### config.mk
export PLATFORM = sky130hd
export DESIGN_NAME = fir_mac_decim
export DESIGN_NICKNAME = d
export VERILOG_FILES = /design/src/rtl/fir_mac_decim.sv
export SDC_FILE = /design/constraint.sdc
export NUM_CORES = 2
export LEC_CHECK = 0
export CORE_UTILIZATION = 45
export CTS_CLUSTER_SIZE = 14
export DETAILED_ROUTE_END_ITERATION = 10
export GPL_ROUTABILITY_DRIVEN = 0
export PLACE_DENSITY = 0.65
export SLEW_MARGIN = 20
export SYNTH_ARGS = -nofsm -noshare
export SYNTH_HDL_FRONTEND = slang
export SYNTH_SLANG_ARGS = --single-unit
### constraint.sdc
create_clock -name clk -period 8.3 [get_ports clk]
set_input_delay 1.66 -clock clk [delete_from_list [all_inputs] [get_ports clk]]
set_output_delay 1.66 -clock clk [all_outputs]
set_load 0.005 [all_outputs]
### src/rtl/fir_mac_decim.sv
// Time-multiplexed FIR with integer decimation and one shared MAC.
// Define FIR_SAT_EN to saturate dout; otherwise dout wraps to OW bits.
module fir_mac_decim #(
  parameter int N_TAPS = 16,
  parameter int WIDTH  = 14,
  parameter int CW     = 16,
  parameter int OW     = 24,
  parameter int SHIFT  = 8,
  parameter int DECIM  = 1
) (
  input  logic                      clk,
  input  logic                      n_rst,
  input  logic signed [WIDTH-1:0]   din,
  input  logic                      din_valid,
  output logic                      busy,
  input  logic                      coeff_we,
  input  logic [$clog2(N_TAPS)-1:0] coeff_addr,
  input  logic signed [CW-1:0]      coeff_wdata,
  output logic signed [OW-1:0]      dout,
  output logic                      dout_valid,
  output logic                      overrun,
  input  logic                      clr
);

  localparam int AW  = $clog2(N_TAPS);
  localparam int DW  = (DECIM > 1) ? $clog2(DECIM) : 1;
  localparam int PW  = WIDTH + CW;
  localparam int ACW = PW + AW;
  localparam int SW  = ACW + 1;
  localparam logic signed [SW-1:0] ONE_S = 1;
  localparam logic signed [SW-1:0] RND =
    (SHIFT > 0) ? (ONE_S <<< ((SHIFT > 0) ? SHIFT - 1 : 0)) : '0;
`ifdef FIR_SAT_EN
  localparam int EW = ((SW > OW) ? SW : OW) + 1;
  localparam logic signed [EW-1:0] ONE_E = 1;
  localparam logic signed [EW-1:0] SMAX = (ONE_E <<< (OW - 1)) - ONE_E;
  localparam logic signed [EW-1:0] SMIN = -(ONE_E <<< (OW - 1));
`endif

  typedef enum logic [1:0] {
    IDLE,
    MAC,
    OUT
  } state_t;

  state_t                  state;
  logic signed [WIDTH-1:0] hist [N_TAPS];
  logic signed [CW-1:0]    coef [N_TAPS];
  logic [AW-1:0]           wptr;
  logic [AW-1:0]           rptr;
  logic [AW-1:0]           k;
  logic [DW-1:0]           dcnt;
  logic signed [ACW-1:0]   acc;

  logic                    accept;
  logic                    last;
  logic                    start;
  logic                    drop;
  logic signed [CW-1:0]    c_sel;
  logic signed [WIDTH-1:0] x_sel;
  logic signed [PW-1:0]    prod;
  logic signed [SW-1:0]    rnd;
  logic signed [SW-1:0]    sh;
  logic signed [OW-1:0]    res;

  function automatic logic signed [CW-1:0] rst_coef(input int i);
    int v;
    v = 0;
    if (N_TAPS == 16) begin
      case (i)
        0, 15:   v = 311;
        1, 14:   v = 469;
        2, 13:   v = 917;
        3, 12:   v = 1582;
        4, 11:   v = 2352;
        5, 10:   v = 3091;
        6, 9:    v = 3671;
        7, 8:    v = 3990;
        default: v = 0;
      endcase
    end
    return CW'(v);
  endfunction

  assign accept = din_valid & ~busy;
  assign last   = (dcnt == DW'(DECIM - 1));
  assign start  = accept & last;
  assign drop   = busy & (din_valid | coeff_we);

  // rptr walks backwards from the newest sample, so tap k meets x[n-k]
  assign c_sel = coef[k];
  assign x_sel = hist[rptr];
  assign prod  = PW'(c_sel) * PW'(x_sel);

  assign rnd = SW'(acc) + RND;
  assign sh  = rnd >>> SHIFT;

`ifdef FIR_SAT_EN
  logic signed [EW-1:0] ext;
  assign ext = EW'(sh);
  always_comb begin
    res = OW'(ext);
    if (ext > SMAX)
      res = OW'(SMAX);
    else if (ext < SMIN)
      res = OW'(SMIN);
  end
`else
  always_comb begin
    res = OW'(sh);
  end
`endif

  always_ff @(posedge clk or negedge n_rst) begin
    if (!n_rst) begin
      state      <= IDLE;
      busy       <= 1'b0;
      wptr       <= '0;
      rptr       <= '0;
      k          <= '0;
      dcnt       <= '0;
      acc        <= '0;
      dout       <= '0;
      dout_valid <= 1'b0;
      overrun    <= 1'b0;
      for (int i = 0; i < N_TAPS; i++) begin
        hist[i] <= '0;
        coef[i] <= rst_coef(i);
      end
    end else begin
      dout_valid <= 1'b0;

      if (drop)
        overrun <= 1'b1;
      else if (clr)
        overrun <= 1'b0;

      if (coeff_we && !busy)
        coef[coeff_addr] <= coeff_wdata;

      if (accept) begin
        hist[wptr] <= din;
        wptr <= (wptr == AW'(N_TAPS - 1)) ? '0 : wptr + 1'b1;
        dcnt <= last ? '0 : dcnt + 1'b1;
      end

      unique case (state)
        IDLE: begin
          if (start) begin
            state <= MAC;
            busy  <= 1'b1;
            rptr  <= wptr;
            k     <= '0;
            acc   <= '0;
          end
        end
        MAC: begin
          acc  <= acc + ACW'(prod);
          rptr <= (rptr == '0) ? AW'(N_TAPS - 1) : rptr - 1'b1;
          k    <= k + 1'b1;
          if (k == AW'(N_TAPS - 1))
            state <= OUT;
        end
        OUT: begin
          dout       <= res;
          dout_valid <= 1'b1;
          busy       <= 1'b0;
          state      <= IDLE;
        end
        default: state <= IDLE;
      endcase
    end
  end

endmodule

==> results_tabular.tex <==
\begin{tabular}{lr}
\hline
Metric & Value \\
\hline
\multicolumn{2}{l}{\textbf{Status}} \\
\quad Run status & completed \\
\multicolumn{2}{l}{\textbf{Logic synthesis}} \\
\quad Combinational family with the most area after synthesis & multiplexers \\
\quad Gate count of the mapped netlist & 2786 \\
\quad FF+latch count, synth & 553 \\
\quad Number of nets produced by synthesis & 3194 \\
\quad Syn avg cell area & 12.7 µm² \\
\quad Part of the Yosys area used for sequential elements & 39.6\% \\
\quad Synthesized cell area & 35300 µm² \\
\quad Share of synthesized area spent on multiplexers & 24.9\% \\
\quad Yosys warning count & 0 \\
\quad Most used flip-flop cell after synthesis & dfrtp\_1 \\
\quad Synth Area in Adders & 18.9\% \\
\quad Synthesized-area fraction occupied by xor and xnor cells & 1.24\% \\
\quad Ys async rst share & 100\% \\
\quad Count of distinct cell types in the synthesized netlist & 79 \\
\quad Simple logic cell fraction of the synthesized area & 5.62\% \\
\quad Count of flip-flops with a built-in enable after synthesis & 0 \\
\quad Compound-cell area share of the yosys netlist & 3.83\% \\
\multicolumn{2}{l}{\textbf{Placed design}} \\
\quad Post-Place Cell Area & 37200 µm² \\
\quad Half-perimeter wire length of the detailed placement result & 59700 µm \\
\quad Count of port buffers added during placement & 65 \\
\multicolumn{2}{l}{\textbf{Detailed routing}} \\
\quad Number of vias in the routed layout & 21500 \\
\quad Avg Vias per Cell & 5.46 \\
\quad Wire length reported by the detailed router & 83300 µm \\
\quad Remaining DRCs & 0 \\
\quad Post-DRT Antenna Nets & 0 \\
\quad Initial drt markers & 1472 \\
\quad DR WL/cell & 21.2 µm \\
\quad Drt pass-1 iters & 6 \\
\multicolumn{2}{l}{\textbf{Layout}} \\
\quad Commonest cells after routing, fill and taps aside & 496 x mux2\_2, 450 x dfrtp\_1, 367 x inv\_1 \\
\quad Seq. cell area & 14000 µm² \\
\quad Combined area of the multi-input logic cells & 19200 µm² \\
\quad Most common library cell in the layout ignoring fill and taps & mux2\_2 \\
\quad Total number of nets in the final design & 3248 \\
\quad P\&R area growth vs syn & 11.6\% \\
\quad Total non-filler cell area in the finished layout & 39400 µm² \\
\quad Ratio of cells with drive above 1 in the final layout & 32.8\% \\
\quad Filler cells & 6616 \\
\multicolumn{2}{l}{\textbf{GRT}} \\
\quad Global-route wire length before repair & 134000 µm \\
\quad Total grt overflow & 0 \\
\quad Number of global-route vias before repair & 23400 \\
\quad Maximum number of pins on one net before global-route repair & 132 \\
\quad Global routing usage summed across all routing layers & 21.9\% \\
\quad Antenna violations before repair & 3 \\
\multicolumn{2}{l}{\textbf{STA}} \\
\quad Slew of the pin with the lowest slew margin & 1.15 ns \\
\quad Period minus WS final & 7.97 ns \\
\quad Setup violations, final & 0 \\
\quad Final Hold Violating Endpoints & 0 \\
\quad Setup TNS & 0 ns \\
\quad Final worst-path cycle share & 96.1\% \\
\quad Clock Skews & 0.0273 ns \\
\quad Setup repair after global routing missed its margin & no \\
\quad Max Clock Freq & 125 MHz \\
\quad Headroom to the max-slew limit & 23.1\% \\
\quad Final max-slew violation count & 0 \\
\multicolumn{2}{l}{\textbf{Floorplan}} \\
\quad Die Y & 282 µm \\
\quad Area of the core & 77500 µm² \\
\quad Number of rows created at floorplan & 102 \\
\quad Boundary Pins & 66 \\
\quad Initial standard-cell utilization of the core & 45.5\% \\
\quad Total Die Area & 79500 µm² \\
\quad Die Wd & 282 µm \\
\multicolumn{2}{l}{\textbf{Critical path}} \\
\quad Critical Setup Path Class & register to register \\
\quad Crit-path max cell delay & 0.74 ns \\
\quad Worst path arrival time & 8.47 ns \\
\quad Critical Path Source Type & register \\
\quad Required @ worst endpoint & 8.80 ns \\
\quad Library cell contributing the largest single delay on the critical path & dfrtp\_2 \\
\quad CP cell instances & buf\_4, mux4\_2, mux4\_2, buf\_4, nand2\_1, fa\_1, inv\_1, fa\_1, fa\_1, fa\_1, fa\_1, inv\_1, fa\_1, inv\_1, ha\_1, nand3\_1, nor3\_1, o2111ai\_1, nand3\_1, o221ai\_1, o2111a\_1, a221o\_1 \\
\quad Critical path buffer and inverter count & 5 \\
\quad Cell type group with the largest total delay on the critical path & adder cells \\
\quad Worst Path Max Fanout & 22 \\
\quad Top cell by count, worst path & fa\_1 \\
\quad Endpoint type of the worst setup path & register \\
\multicolumn{2}{l}{\textbf{CTS}} \\
\quad Worst-skew pair later-pin latency & 0.64 ns \\
\quad Clock sink count & 553 \\
\quad CTS tree & yes \\
\quad Worst-case clock buffer depth & 3 \\
\quad Number of buffers created by CTS & 59 \\
\quad Clock slew seen by the registers of the worst setup and hold paths & 0.07 ns \\
\quad \# hold bufs at CTS & 0 \\
\quad Clk Tree Root Cell & clkbuf\_16 \\
\quad Maximum level of the CTS H-tree & 2 \\
\multicolumn{2}{l}{\textbf{Job}} \\
\quad MaxCap Viol Count & 0 \\
\multicolumn{2}{l}{\textbf{Worst hold path}} \\
\quad Class of the most critical hold timing path & register to register \\
\hline
\end{tabular}
[final timing paths]
path	startpoint	endpoint	slack [ns]	cells after the start
worst min-delay path	dout[12]	dout[12]	0.47	2
worst min register to register	dout[12]	dout[12]	0.47	2
worst max-delay path	rptr[1]	acc[29]	0.33	22
worst max register to register	rptr[1]	acc[29]	0.33	22
max in group asynchronous	n_rst	rptr[0]	5.76	2
min in group asynchronous	n_rst	acc[3]	1.03	1
[cells in the mapped netlist, drive strengths merged (11+ instances only)]
library cell	n	area (µm²)
mux2	497	5600
clkbuf	80	300
fa	271	5430
inv	369	1390
xor2	14	123
nand2	183	687
o21a	11	105
ha	98	1230
nand3	24	125
a21oi	34	170
o21ai	72	443
mux2i	17	170
buf	67	408
nor2b	16	100
dfrtp	455	11400
xnor2	36	315
mux4	133	3000
nor2	164	623
nand2b	16	100
dfstp	98	2570
[layer usage]
metal  vias up  part of all wire [%]  GRT usage, %
li1       9477                     -             -
met1     11300                    44          29.9
met2       558                    49          36.6
met3       114                   5.4          3.39
met4         4                   1.8          5.00
met5         -                 0.025             0
[cells by family (layout without fill, tap and decap cells)]
group,count (synthesis),in the layout
and+or+nand+nor,451,451
AOI/OAI and AO/OA,195,195
muxes,647,647
buffers and inverters,521,626
DFF,553,553
other,0,2
adders and majority gates,369,369
xor gates and xnor gates,50,50
[flip-flops by register name (all words and copies together) (netlist names)]
register    count
coef          256
hist          224
acc            32
dout           24
k               4
rptr            4
wptr            4
state           2
busy            1
dout_valid      1
overrun         1
[cell type report]
class                   count  area share, %
diodes                      2         0.0127
clock buffers              83           4.31
clock inverters            29           1.06
inverters                 374           3.58
multi-input cells        1712           48.9
flip-flops and latches    553           35.5
well taps                1040           3.31
repair buffers            140           3.35
[worst reg2reg max path: stages, from the launching register on]
cell and delay (ns):
dfrtp_2 0.74, buf_4 0.40, mux4_2 0.38, mux4_2 0.68
buf_4 0.26, nand2_1 0.09, fa_1 0.41, inv_1 0.09
fa_1 0.48, fa_1 0.62, fa_1 0.46, fa_1 0.50
inv_1 0.05, fa_1 0.47, inv_1 0.04, ha_1 0.36
nand3_1 0.12, nor3_1 0.35, o2111ai_1 0.32, nand3_1 0.17
o221ai_1 0.26, o2111a_1 0.33, a221o_1 0.26
[repair_timing]
action | in CTS | in global routing
endpoints found under the setup margin | 0 | 3
hold endpoints to repair | 0 | 0
buffers inserted | 0 | 1
resized for setup | 0 | 5
[per-stage QoR]
stage          instances  hold WS, ns  worst slack, ns  utilization [%]
2_1_floorplan       2786        0.470            0.622                -
3_3_place_gp        3818        0.463            0.432             48.0
3_5_place_dp        3818        0.469            0.224             48.0
4_1_cts             3930        0.482            0.205             50.7
5_1_grt             3931        0.493           0.0161             50.8
6_report            3933        0.474            0.327             50.8
Power is left out: the tool's default activity adds up to more than one toggle a clock period on the data nets, which glitch-free logic cannot reach.
